===== src/rtl/sar_scan_ctrl_if.sv =====
// SAR scan controller bus: scan control, comparator input, DAC drive and results.
// master = controller side, slave = front end / register side.
interface sar_scan_ctrl_if #(
   parameter int BITS = 10,
   parameter int NCH  = 4
);
   localparam int CHW = (NCH > 1) ? $clog2(NCH) : 1;

   logic            en;
   logic            cal;
   logic [NCH-1:0]  ch_mask;
   logic [1:0]      avg_log2;
   logic            cmp;
   logic [BITS-1:0] dac_code;
   logic [CHW-1:0]  ch_sel;
   logic            sample;
   logic            cal_mode;
   logic            busy;
   logic [BITS-1:0] result;
   logic [CHW-1:0]  result_ch;
   logic            valid;
   logic            cal_done;

   modport master (
      input  en, cal, ch_mask, avg_log2, cmp,
      output dac_code, ch_sel, sample, cal_mode, busy,
      output result, result_ch, valid, cal_done
   );

   modport slave (
      output en, cal, ch_mask, avg_log2, cmp,
      input  dac_code, ch_sel, sample, cal_mode, busy,
      input  result, result_ch, valid, cal_done
   );
endinterface


===== src/rtl/sar_scan_ctrl.sv =====
// Round-robin SAR conversion controller with 2^k averaging and
// foreground comparator-offset calibration.
module sar_scan_ctrl #(
   parameter int BITS       = 10,
   parameter int NCH        = 4,
   parameter int SAMPLE_CYC = 2
) (
   input logic            wb_clk_i,
   input logic            wb_rst_i,
   sar_scan_ctrl_if.master bus
);
   localparam int CHW = (NCH > 1) ? $clog2(NCH) : 1;
   localparam int CW  = $clog2(SAMPLE_CYC + BITS + 1);
   localparam int AW  = BITS + 3;
   localparam logic [BITS-1:0] TOP = BITS'(1) << (BITS - 1);

   typedef enum logic [1:0] {IDLE, SAMPLE, CONV, OUT} state_t;

   state_t          state, state_n;
   logic [CW-1:0]   cnt, cnt_n;
   logic [2:0]      rep, rep_n;
   logic [1:0]      avg_l, avg_l_n;
   logic            pass_cal, pass_cal_n;
   logic            fresh, fresh_n;
   logic [CHW-1:0]  ptr, ptr_n;
   logic [AW-1:0]   acc, acc_n;
   logic [BITS-1:0] offset, offset_n;

   logic [BITS-1:0] dac_q, dac_n;
   logic [CHW-1:0]  ch_sel_q, ch_sel_n;
   logic            sample_q, sample_n;
   logic            cal_mode_q, cal_mode_n;
   logic            busy_q, busy_n;
   logic [BITS-1:0] result_q, result_n;
   logic [CHW-1:0]  result_ch_q, result_ch_n;
   logic            valid_q, valid_n;
   logic            cal_done_q, cal_done_n;

   logic            decide;
   logic            start_res;
   logic            last_sample;
   logic            last_bit;
   logic            last_conv;
   logic [3:0]      nconv;
   logic [BITS-1:0] trial;
   logic [BITS-1:0] fin;
   logic [AW-1:0]   acc_fin;
   logic [BITS-1:0] avg;
   logic signed [BITS+1:0] corr;
   logic [BITS-1:0] sat;

   // Next enabled channel above p, wrapping; from IDLE start at channel 0.
   function automatic logic [CHW-1:0] next_ch(
      input logic [NCH-1:0] m,
      input logic [CHW-1:0] p,
      input logic           first
   );
      int base;
      int c;
      logic found;
      logic [CHW-1:0] r;
      base  = first ? NCH - 1 : int'(p);
      r     = p;
      found = 1'b0;
      for (int i = 1; i <= NCH; i++) begin
         c = base + i;
         if (c >= NCH) c = c - NCH;
         if (!found && m[c]) begin
            r     = CHW'(c);
            found = 1'b1;
         end
      end
      return r;
   endfunction

   assign decide      = (state == IDLE) || (state == OUT);
   assign start_res   = bus.en && (|bus.ch_mask);
   assign last_sample = cnt == CW'(SAMPLE_CYC - 1);
   assign last_bit    = cnt == CW'(BITS - 1);
   assign nconv       = 4'd1 << avg_l;
   assign last_conv   = {1'b0, rep} == (nconv - 4'd1);
   assign trial       = TOP >> cnt;
   assign fin         = bus.cmp ? dac_q : (dac_q & ~trial);
   assign acc_fin     = acc + AW'(fin);
   assign avg         = BITS'(acc_fin >> avg_l);
   assign corr        = $signed({2'b00, avg})
                      - $signed({{2{offset[BITS-1]}}, offset});
   assign sat         = corr[BITS+1] ? '0
                      : corr[BITS]   ? '1
                      : corr[BITS-1:0];

   always_ff @(posedge wb_clk_i) begin
      if (wb_rst_i) begin
         state       <= IDLE;
         cnt         <= '0;
         rep         <= '0;
         avg_l       <= '0;
         pass_cal    <= 1'b0;
         fresh       <= 1'b1;
         ptr         <= '0;
         acc         <= '0;
         offset      <= '0;
         dac_q       <= '0;
         ch_sel_q    <= '0;
         sample_q    <= 1'b0;
         cal_mode_q  <= 1'b0;
         busy_q      <= 1'b0;
         result_q    <= '0;
         result_ch_q <= '0;
         valid_q     <= 1'b0;
         cal_done_q  <= 1'b0;
      end else begin
         state       <= state_n;
         cnt         <= cnt_n;
         rep         <= rep_n;
         avg_l       <= avg_l_n;
         pass_cal    <= pass_cal_n;
         fresh       <= fresh_n;
         ptr         <= ptr_n;
         acc         <= acc_n;
         offset      <= offset_n;
         dac_q       <= dac_n;
         ch_sel_q    <= ch_sel_n;
         sample_q    <= sample_n;
         cal_mode_q  <= cal_mode_n;
         busy_q      <= busy_n;
         result_q    <= result_n;
         result_ch_q <= result_ch_n;
         valid_q     <= valid_n;
         cal_done_q  <= cal_done_n;
      end
   end

   always_comb begin
      state_n = state;
      unique case (state)
         IDLE, OUT: begin
            if (bus.cal || start_res) state_n = SAMPLE;
            else                      state_n = IDLE;
         end
         SAMPLE: if (last_sample) state_n = CONV;
         CONV: begin
            if (last_bit) state_n = last_conv ? OUT : SAMPLE;
         end
      endcase
   end

   always_comb begin
      cnt_n       = (state_n == state) ? cnt + CW'(1) : '0;
      rep_n       = rep;
      avg_l_n     = avg_l;
      pass_cal_n  = pass_cal;
      fresh_n     = fresh;
      ptr_n       = ptr;
      acc_n       = acc;
      offset_n    = offset;
      dac_n       = '0;
      result_n    = result_q;
      result_ch_n = result_ch_q;
      valid_n     = 1'b0;
      cal_done_n  = 1'b0;

      if (decide) begin
         if (bus.cal) begin
            pass_cal_n = 1'b1;
            avg_l_n    = '0;
            acc_n      = '0;
            rep_n      = '0;
         end else if (start_res) begin
            pass_cal_n = 1'b0;
            avg_l_n    = bus.avg_log2;
            acc_n      = '0;
            rep_n      = '0;
            ptr_n      = next_ch(bus.ch_mask, ptr, fresh);
            fresh_n    = 1'b0;
         end else begin
            pass_cal_n = 1'b0;
            fresh_n    = 1'b1;
         end
      end

      if (state == SAMPLE && last_sample) dac_n = TOP;

      if (state == CONV) begin
         if (!last_bit) begin
            dac_n = fin | (trial >> 1);
         end else begin
            acc_n = acc_fin;
            rep_n = rep + 3'd1;
            if (last_conv) begin
               if (pass_cal) begin
                  offset_n   = fin - TOP;
                  cal_done_n = 1'b1;
               end else begin
                  result_n    = sat;
                  result_ch_n = ptr;
                  valid_n     = 1'b1;
               end
            end
         end
      end

      sample_n   = state_n == SAMPLE;
      busy_n     = state_n != IDLE;
      cal_mode_n = pass_cal_n
                 && (state_n == SAMPLE || state_n == CONV);
      ch_sel_n   = ptr_n;
   end

   assign bus.dac_code  = dac_q;
   assign bus.ch_sel    = ch_sel_q;
   assign bus.sample    = sample_q;
   assign bus.cal_mode  = cal_mode_q;
   assign bus.busy      = busy_q;
   assign bus.result    = result_q;
   assign bus.result_ch = result_ch_q;
   assign bus.valid     = valid_q;
   assign bus.cal_done  = cal_done_q;
endmodule

===== src/flat_wrapper.sv =====
// flat-port wrapper written by rule: the top's interface ports become plain ports
module sar_scan_ctrl_flat 
#(
   parameter int BITS       = 10,
   parameter int NCH        = 4,
   parameter int SAMPLE_CYC = 2
)
  (wb_clk_i, wb_rst_i, bus_en, bus_cal, bus_ch_mask, bus_avg_log2, bus_cmp, bus_dac_code, bus_ch_sel, bus_sample, bus_cal_mode, bus_busy, bus_result, bus_result_ch, bus_valid, bus_cal_done);
  sar_scan_ctrl_if #(.BITS(BITS), .NCH(NCH)) bus_i ();
  input logic wb_clk_i;
  input logic wb_rst_i;
  input wire logic [$bits(bus_i.en)-1:0] bus_en;
  input wire logic [$bits(bus_i.cal)-1:0] bus_cal;
  input wire logic [$bits(bus_i.ch_mask)-1:0] bus_ch_mask;
  input wire logic [$bits(bus_i.avg_log2)-1:0] bus_avg_log2;
  input wire logic [$bits(bus_i.cmp)-1:0] bus_cmp;
  output wire logic [$bits(bus_i.dac_code)-1:0] bus_dac_code;
  output wire logic [$bits(bus_i.ch_sel)-1:0] bus_ch_sel;
  output wire logic [$bits(bus_i.sample)-1:0] bus_sample;
  output wire logic [$bits(bus_i.cal_mode)-1:0] bus_cal_mode;
  output wire logic [$bits(bus_i.busy)-1:0] bus_busy;
  output wire logic [$bits(bus_i.result)-1:0] bus_result;
  output wire logic [$bits(bus_i.result_ch)-1:0] bus_result_ch;
  output wire logic [$bits(bus_i.valid)-1:0] bus_valid;
  output wire logic [$bits(bus_i.cal_done)-1:0] bus_cal_done;
  assign bus_i.en = bus_en;
  assign bus_i.cal = bus_cal;
  assign bus_i.ch_mask = bus_ch_mask;
  assign bus_i.avg_log2 = bus_avg_log2;
  assign bus_i.cmp = bus_cmp;
  assign bus_dac_code = bus_i.dac_code;
  assign bus_ch_sel = bus_i.ch_sel;
  assign bus_sample = bus_i.sample;
  assign bus_cal_mode = bus_i.cal_mode;
  assign bus_busy = bus_i.busy;
  assign bus_result = bus_i.result;
  assign bus_result_ch = bus_i.result_ch;
  assign bus_valid = bus_i.valid;
  assign bus_cal_done = bus_i.cal_done;
  sar_scan_ctrl #(.BITS(BITS), .NCH(NCH), .SAMPLE_CYC(SAMPLE_CYC)) u_core (.wb_clk_i(wb_clk_i), .wb_rst_i(wb_rst_i), .bus(bus_i));
endmodule

===== config.mk =====
export PLATFORM = sky130hd
export DESIGN_NAME = sar_scan_ctrl_flat
export DESIGN_NICKNAME = d
export VERILOG_FILES = /design/src/rtl/sar_scan_ctrl_if.sv /design/src/rtl/sar_scan_ctrl.sv /design/src/flat_wrapper.sv
export SDC_FILE = /design/constraint.sdc
export NUM_CORES = 1
export LEC_CHECK = 0
export BUFFER_PORTS_ARGS = -buffer_cell sky130_fd_sc_hd__clkbuf_2
export CORE_MARGIN = 2
export CORE_UTILIZATION = 35
export CTS_BUF_LIST = sky130_fd_sc_hd__clkbuf_4
export DETAILED_ROUTE_END_ITERATION = 10
export PLACE_DENSITY = 0.57
export REMOVE_ABC_BUFFERS = 1
export SLEW_MARGIN = 30
export SYNTH_ARGS = -nofsm -noshare
export SYNTH_HDL_FRONTEND = slang
export SYNTH_SLANG_ARGS = --single-unit

===== constraint.sdc =====
create_clock -name wb_clk_i -period 4.8 [get_ports wb_clk_i]
set_clock_uncertainty 0.1 [all_clocks]
set_input_delay 1.2 -clock wb_clk_i [delete_from_list [all_inputs] [get_ports wb_clk_i]]
set_output_delay 1.2 -clock wb_clk_i [all_outputs]
set_load 0.05 [all_outputs]

==> results of run 1 <==
[metal layers]
layer	share of wire [%]	vias to the layer above	track usage, %
li1	-	2133	-
met5	0	-	0
met3	4.4	16	3.85
met4	1.4	0	4.50
met1	47	1962	23.8
met2	48	94	29.9
[critical path: stages]
cell and delay [ps]:
buf_6 110, nor2b_4 140, a21boi_2 80, ha_2 220, fa_2 390, a21o_1 210
a221oi_2 340, nor2_1 120, mux2i_1 140, o211a_1 150, a311o_1 370, ha_4 330
nand3_2 100, a41o_1 250, a31oi_1 180, xnor2_1 100, buf_4 150, buf_6 130
a21oi_2 100, o2bb2ai_1 70
[cell type report]
type	count	share of cell area [%]
clock buffer	11	1.48
clock inverter	3	1.21
inverter	24	1.62
multi-input combinational	412	53.8
sequential	65	23.3
tap	147	3.30
timing repair buffer	124	15.2
[power groups by stage]
stage | logic (µW) | clock network, µW | registers, µW
2_1_floorplan | 105 | 0 | 591
3_3_place_gp | 182 | 0 | 576
3_5_place_dp | 185 | 0 | 577
4_1_cts | 190 | 441 | 565
5_1_grt | 237 | 458 | 567
6_report | 214 | 423 | 565
[cell families (layout without fill, tap and decap cells)]
family	after synthesis	in the layout	share of synthesized area, %
AND/OR/NAND/NOR	176	177	20.4
AO/OA/AOI/OAI	163	163	25.9
flip-flops	65	65	30.3
buffers and inverters	48	162	4.39
adder cells (fa/ha/maj)	35	35	10.5
multiplexers	21	21	5.27
XOR/XNOR	16	16	3.26
[metrics by stage]
| step | utilization [%] | total power, µW |
|---|---|---|
| after floorplan | - | 696 |
| after global placement | 43.0 | 758 |
| after detailed placement | 43.0 | 763 |
| after CTS | 44.5 | 1200 |
| after global routing | 46.4 | 1260 |
| final | 46.4 | 1200 |
[path summary, 6_finish.rpt]
kind | endpoint | start | slack [ps] | cells past startpoint
worst max-delay path | u_core.bus.result[3] | bus_cmp | 130 | 20
worst min-delay path | u_core.bus.result[2] | u_core.bus.result[2] | 370 | 1
worst max register to register | u_core.bus.result[3] | u_core.cnt[0] | 260 | 21
worst min register to register | u_core.bus.result[2] | u_core.bus.result[2] | 370 | 1
[cells in the mapped netlist (all sizes together) (7+ instances only)]
cell type,count,area share [%]
nor2,69,6.0
dfxtp,65,30
a21oi,52,6.1
ha,33,9.6
nand2,29,2.5
inv,24,2.1
o21ai,21,2.5
nand3,20,2.4
clkbuf,18,1.6
mux2i,17,4.0
a21boi,12,2.1
nor2b,11,1.6
o2bb2ai,11,2.7
xnor2,11,2.2
a31oi,10,1.5
a21o,9,1.6
o211ai,9,1.6
a211oi,8,1.5
nor3,8,1.2
nand3b,7,1.3
[what timing repair did]
item                                    in CTS  in global routing
setup buffers                                0                  7
resized for setup                            7                 55
pin swaps                                    1                 17
endpoints found under the setup margin      10                 10
gates cloned                                 1                  1
[flip-flops by register name (all words and copies together), names as in the netlist, 3 cells and up]
signal	flops
u_core.acc	13
u_core.bus.dac_code	10
u_core.bus.result	10
u_core.offset	10
u_core.cnt	4
u_core.rep	3
==> results.yml, run 1 <==
power_and_ir_drop:
  power_frac_clock_pct: 35.2
  seqPwrFrac_pct: 47.0
  swShare_pct: 28.5
  total_leakage_power_uw: 0.00246
  powerDensity_nw_per_um2: 216
  ir_drop_v: 0.000187
  switching_power_uw: 343
  comb_power_share_pct: 17.8
  internal-power_uw: 859
final_layout:
  antennaDiodeCount: 0
  layout_commonest_cell: "buf_4"
  area_growth_syn_to_layout_pct: 29.6
  mostFrequentLayoutCells: "buf_4 (83), dfxtp_1 (65), nor2_1 (60)"
  stdcell_area_um2: 5570
  drive_gt1_share_pct: 30.4
  final_cells: 786
  seq_area_um2: 1300
  fillers: 1212
  multi_input_area_um2: 3000
  final_nets: 682
clock_tree:
  clkSinkCount: 65
  clock_path_buffers: 2
  cts_tree: "built"
  cts_root_buf: "clkbuf_4"
  cts.clk_slew.worst_paths_ps: 100
  cts_max_level: 3
  clk_latency_ps: 430
  numCtsBuffers: 9
  cts_hold_buf: 0
die:
  rows: 40
  fp.dieH_um: 115
  initial_core_util_pct: 35.8
  ioPinCount: 40
  die_x_um: 115
  core_area_um2: 12000
  die_area_um2: 13200
routing:
  drt_iter0_markers: 171
  via_per_inst: 5.35
  routed-via-count: 4205
  drtPass1Iterations: 4
  drt-total-wl_um: 11700
  drc: 0
  drtAntennaViolNets: 0
  routedWlPerCell_um: 14.9
timing:
  hold_viol: 0
  slew_headroom_pct: 44.0
  finalSetupViolations: 0
  fin_crit_sh_pct: 97.2
  layout_setup_ws_ps: 132
  fin_tns_setup_ps: 0
  layout_min_cycle_time_ps: 4670
  fmax_mhz: 214
  rsz0062_at_grt: "yes"
  hold_slack_ps: 369
  slew_viol_final: 0
  max_slew.worst_pin.slew_ps: 839
logic_synthesis:
  postSynthCellCount: 524
  synth_edf_count: 0
  synth_warnings: 0
  async_flop_share_pct: 0
  yosys_most_used_dff: "dfxtp_1"
  ys_ff_latch: 65
  syn_area_um2: 4300
  ys_types: 71
  yosysSeqAreaShare_pct: 30.3
  syn-mean-instance-area_um2: 8.20
placement:
  gp_congestion: 0.867
  port_buffers: 39
  placed_cell_area_um2: 5160
  place_inst: 764
  hpwl_um: 8650
  preCtsSetupSlack_ps: -614
global_route:
  grt_overflow_total: 0
  grt_antenna_before_repair: 0
  grt_pass1_vias: 4014
  grt_max_degree: 29
  grt_pass1_wl_um: 19100
  gr-usage-all-layers_pct: 18.0
setup_path:
  cp.arrival_ps: 4870
  critPathLaunchType: "primary input"
  critPathKind: "primary input to flip-flop"
  cp-end-kind: "flip-flop"
  worst-path-max-fanout: 5
  critPathRequiredTime_ps: 5000
run_status:
  status: "complete, no violations"
hold_path:
  hold_class: "flip-flop to flip-flop"
job:
  drv_cap: 0
No activity file was read; power rests on OpenSTA's default activity.
==> inputs of run 2 (changes only) <==
Settings changed: RECOVER_POWER set to 100.
==> run 2 against run 1 <==
- global-route usage is the same
- worst hold slack is the same
- sequential share of layout area is essentially flat
- cell count is the same
- critical path depth is the same
- fmax is essentially flat
- die area is the same
- sequential power is essentially flat
- highest routed layer unchanged
==> results.yml, run 2 (synthesis results as in run 1) <==
die:
  die_area_um2: 13200
  initial_core_util_pct: 35.8
  die_x_um: 115
  ioPinCount: 40
  core_area_um2: 12000
  fp.dieH_um: 115
  rows: 40
timing:
  fmax_mhz: 214
  fin_tns_setup_ps: 0
  fin_crit_sh_pct: 97.2
  layout_min_cycle_time_ps: 4670
  layout_setup_ws_ps: 132
  finalSetupViolations: 0
  slew_headroom_pct: 44.0
  rsz0062_at_grt: "yes"
  hold_slack_ps: 369
  max_slew.worst_pin.slew_ps: 839
  slew_viol_final: 0
  hold_viol: 0
final_layout:
  largest_register: "u_core.acc"
  mostFrequentLayoutCells: "buf_4 (82), dfxtp_1 (65), nor2_1 (60)"
  drive_gt1_share_pct: 30.0
  antennaDiodeCount: 0
  layout_commonest_cell: "buf_4"
  largest_register_ffs: 13
  final_nets: 682
  area_growth_syn_to_layout_pct: 29.5
setup_path:
  worst-path-max-fanout: 5
  critPathKind: "primary input to flip-flop"
  cp.arrival_ps: 4870
  critPathLaunchType: "primary input"
  cpPeakStageDelay_ps: 390
  cp_slowest_cell: "fa_2"
  critPathRequiredTime_ps: 5000
  worst-path-buf-inv: 3
  crit_chain: "buf_6 -> nor2b_4 -> a21boi_2 -> ha_2 -> fa_2 -> a21o_1 -> a221oi_2 -> nor2_1 -> mux2i_1 -> o211a_1 -> a311o_1 -> ha_4 -> nand3_2 -> a41o_1 -> a31oi_1 -> xnor2_1 -> buf_4 -> buf_6 -> a21oi_2 -> o2bb2ai_1"
  cp_top_family: "compound AO/OA/AOI/OAI gates"
  cp-end-kind: "flip-flop"
  cp_common_cell: "buf_6"
routing:
  drtAntennaViolNets: 0
  drt_iter0_markers: 171
  routedWlPerCell_um: 14.9
  drtPass1Iterations: 4
  drt-total-wl_um: 11700
  drc: 0
  via_per_inst: 5.35
  routed-via-count: 4205
global_route:
  grt_overflow_total: 0
  use_met2_pct: 29.9
  grt_max_degree: 29
  top_usage_layer: "met2"
  grt_antenna_before_repair: 0
  grt_pass1_wl_um: 19100
  grt_pass1_vias: 4014
  use_met1_pct: 23.8
  gr-usage-met3_pct: 3.85
  gr-usage-all-layers_pct: 18.0
clock_tree:
  clk_latency_ps: 430
  cts_root_buf: "clkbuf_4"
  clock_path_buffers: 2
  cts_tree: "built"
  cts.clk_slew.worst_paths_ps: 100
  cts_max_level: 3
  cts_hold_buf: 0
  clkSinkCount: 65
  numCtsBuffers: 9
placement:
  preCtsSetupSlack_ps: -614
  port_buffers: 39
  hpwl_um: 8650
  gp_congestion: 0.867
run_status:
  status: "complete, no violations"
job:
  drv_cap: 0
hold_path:
  hold_class: "flip-flop to flip-flop"
power_and_ir_drop:
  powerDensity_nw_per_um2: 216
  total_leakage_power_uw: 0.00245
  ir_drop_v: 0.000186
-- run 2: cell types whose count changed in the layout (fill, tap and decap cells not counted) --
cell / change
clkbuf_1: +2
buf_4: -1
clkbuf_2: -1
-- run 2: worst register-to-register path, delay by kind of cell, from the launching register on --
| family | cells | cell delay (ps) |
|---|---|---|
| AND/OR/NAND/NOR | 4 | 600 |
| AO/OA/AOI/OAI | 8 | 1640 |
| adder cells (fa/ha/maj) | 3 | 920 |
| flip-flops | 1 | 420 |
| buffers and inverters | 4 | 500 |
| multiplexers | 1 | 140 |
| XOR/XNOR | 1 | 100 |
-- run 2: report_power, final --
part	total, µW	internal (µW)	switching [µW]
clock network	423	218	205
logic	213	90.6	122
registers	565	549	15.4
-- run 2: stage by stage --
stage	util (%)	instance area [µm²]	total power, µW	std cells
after global placement	43.0	5160	758	764
after floorplan	-	4200	696	500
final	46.4	5570	1200	786
after global routing	46.4	5570	1260	786
after detailed placement	43.0	5160	763	764
after CTS	44.5	5350	1200	779
-- run 2: layout make-up --
| class | count | area, µm² |
|---|---|---|
| Clock buffer | 11 | 82.6 |
| Timing Repair Buffer | 124 | 842 |
| Clock inverter | 3 | 67.6 |
| Fill cell | 1215 | 6440 |
| Sequential cell | 65 | 1300 |
| Inverter | 24 | 90.1 |
| Tap cell | 147 | 184 |
| Multi-Input combinational cell | 412 | 3000 |
-- run 2: routing by layer --
metal / routed length, µm / vias up
met4: 167 / 0
met1: 5420 / 1959
li1: - / 2131
met2: 5570 / 99
met3: 526 / 16
met5: 0 / -
-- run 2: final timing paths --
check,to,start,slack [ps],depth (start not counted)
worst max register to register,u_core.bus.result[3],u_core.cnt[0],260,21
worst max-delay path,u_core.bus.result[3],bus_cmp,130,20
worst min register to register,u_core.bus.result[2],u_core.bus.result[2],370,1
worst min-delay path,u_core.bus.result[2],u_core.bus.result[2],370,1
-- run 2: what timing repair did --
action | in CTS | in global routing
gates resized for setup | 7 | 55
setup buffers | 0 | 7
endpoints found under the setup margin | 10 | 10
gates cloned | 1 | 1
pin swaps | 1 | 17
==> inputs of run 3 (changes only) <==
Settings changed: PLACE_DENSITY 0.57 to 0.55.
Clock period 4.8 ns to 6.05 ns, I/O delays scaled along.
==> run 3 against run 2 <==
- the flow now finishes with violations (capacitance limit, slew limit)
- flip-flop and latch count did not move
- setup slack improved by 300 ps
- clock-buffer cell count fell by 2
- sequential power decreased by 21%
- register-to-register slack improved by 540 ps
==> results.yml, run 3 (synthesis results as in run 1) <==
global_route:
  gr-usage-met3_pct: 3.48
  grt_pass1_vias: 3663
  top_usage_layer: "met2"
  use_met1_pct: 22.7
  grt_max_degree: 35
  grt_overflow_total: 0
  gr-usage-all-layers_pct: 16.7
  grt_pass1_wl_um: 17700
  use_met2_pct: 27.3
  grt_antenna_before_repair: 0
clock_tree:
  cts_resized: 0
  postCtsSetupBuffers: 0
  cts_tree: "built"
  clock_path_buffers: 2
  cts_hold_buf: 0
  clk_latency_ps: 410
  cts.clk_slew.worst_paths_ps: 110
  cts_root_buf: "clkbuf_4"
  clkSinkCount: 65
  numCtsBuffers: 9
  cts_max_level: 3
final_layout:
  largest_register: "u_core.acc"
  largest_register_ffs: 13
  drive_gt1_share_pct: 8.45
  area_growth_syn_to_layout_pct: 9.60
  layout_commonest_cell: "nor2_1"
  final_nets: 609
  mostFrequentLayoutCells: "nor2_1 (69), dfxtp_1 (65), a21oi_1 (51)"
  antennaDiodeCount: 0
  final_cells: 715
setup_path:
  critPathRequiredTime_ps: 6290
  critPathKind: "primary input to flip-flop"
  reg2reg_to: "u_core.bus.result[8]"
  critPathLaunchType: "primary input"
  worst-path-max-fanout: 10
  reg2regPathDepth: 18
  cpPeakStageDelay_ps: 620
  crit_chain: "clkbuf_2 -> nor2b_1 -> a21boi_0 -> ha_1 -> a211oi_1 -> o211ai_1 -> a211oi_2 -> nor2_1 -> xor2_1 -> a311o_1 -> ha_1 -> a21oi_1 -> and3_1 -> a31oi_1 -> xnor2_1 -> nor2_1 -> o2bb2ai_1"
  endpoint: "u_core.bus.result[8]"
  startpoint: "bus_cmp"
  cp-end-kind: "flip-flop"
  timing.rr.start: "u_core.cnt[1]"
  r2r_setup_slack_ps: 800
  cp_slowest_cell: "xnor2_1"
  cp.arrival_ps: 5860
die:
  initial_core_util_pct: 35.8
  ioPinCount: 40
  core_area_um2: 12000
  die_x_um: 115
  fp.dieH_um: 115
  die_area_um2: 13200
  rows: 40
routing:
  via_per_inst: 5.50
  routedWlPerCell_um: 14.9
  drtPass1Iterations: 6
  drtAntennaViolNets: 0
  drt-total-wl_um: 10700
  drt_iter0_markers: 235
  routed-via-count: 3933
  drc: 0
run_status:
  status: "complete, but fails checks"
  violations: "capacitance limit, slew limit"
placement:
  gp_congestion: 0.864
  place_inst: 699
  hpwl_um: 8130
  port_buffers: 39
timing:
  finalSetupViolations: 0
  hold_viol: 0
  fmax_mhz: 178
  layout_min_cycle_time_ps: 5620
  fin_tns_setup_ps: 0
  max_slew.worst_pin.slew_ps: 1570
  slew_headroom_pct: -5.71
  slew_viol_final: 14
  hold_slack_ps: 373
  fin_crit_sh_pct: 92.9
  rsz0062_at_grt: "no"
power_and_ir_drop:
  total_leakage_power_uw: 0.00191
  powerDensity_nw_per_um2: 177
  ir_drop_v: 0.000142
hold_path:
  hold_path.startpoint: "u_core.bus.result[1]"
  hold_class: "flip-flop to flip-flop"
job:
  drv_cap: 1
-- run 3: critical path, delay by kind of cell --
family | cells | cell delay, ps
xor+xnor | 2 | 800
compound gates | 8 | 2180
buf+inv | 1 | 120
simple gates | 4 | 480
fa+ha+maj | 2 | 740
-- run 3: cell type report --
type	instances	area, µm²
fill	1278	7300
multi-input combinational	411	2780
sequential	65	1300
timing repair buffer	52	246
tap	147	184
inverter	24	90.1
clock buffer	9	67.6
clock inverter	7	45.0
-- run 3: power by group --
group	leakage, µW	switching (µW)	internal (µW)
clock network	0.0000675	171	83.7
logic	0.00132	84.1	47.1
registers	0.000526	11.0	436
-- run 3: layer usage --
layer / vias to the layer above / share of wire, %
met5: - / 0
met2: 72 / 46
met3: 5 / 4.2
met4: 0 / 0.56
met1: 1879 / 49
li1: 1977 / -
-- run 3: metrics by stage --
step           power (µW)  utilization (%)  setup WS [ps]  cell area, µm²
2_1_floorplan         552                -            755            4200
3_3_place_gp          589             38.9            193            4680
3_5_place_dp          592             38.9           71.7            4680
4_1_cts               850             39.9            502            4790
5_1_grt               885             39.2           17.4            4710
6_report              833             39.2            432            4710
-- run 3: worst min path at each step --
stage | end | slack, ps | depth (start not counted)
2_1_floorplan | u_core.cnt[0] | 340 | 1
3_5_place_dp | u_core.bus.result[7] | 350 | 1
4_1_cts | u_core.bus.result[5] | 380 | 1
5_1_grt | u_core.bus.result[1] | 390 | 1
6_report | u_core.bus.result[1] | 370 | 1
3_3_place_gp | u_core.bus.result[6] | 350 | 1
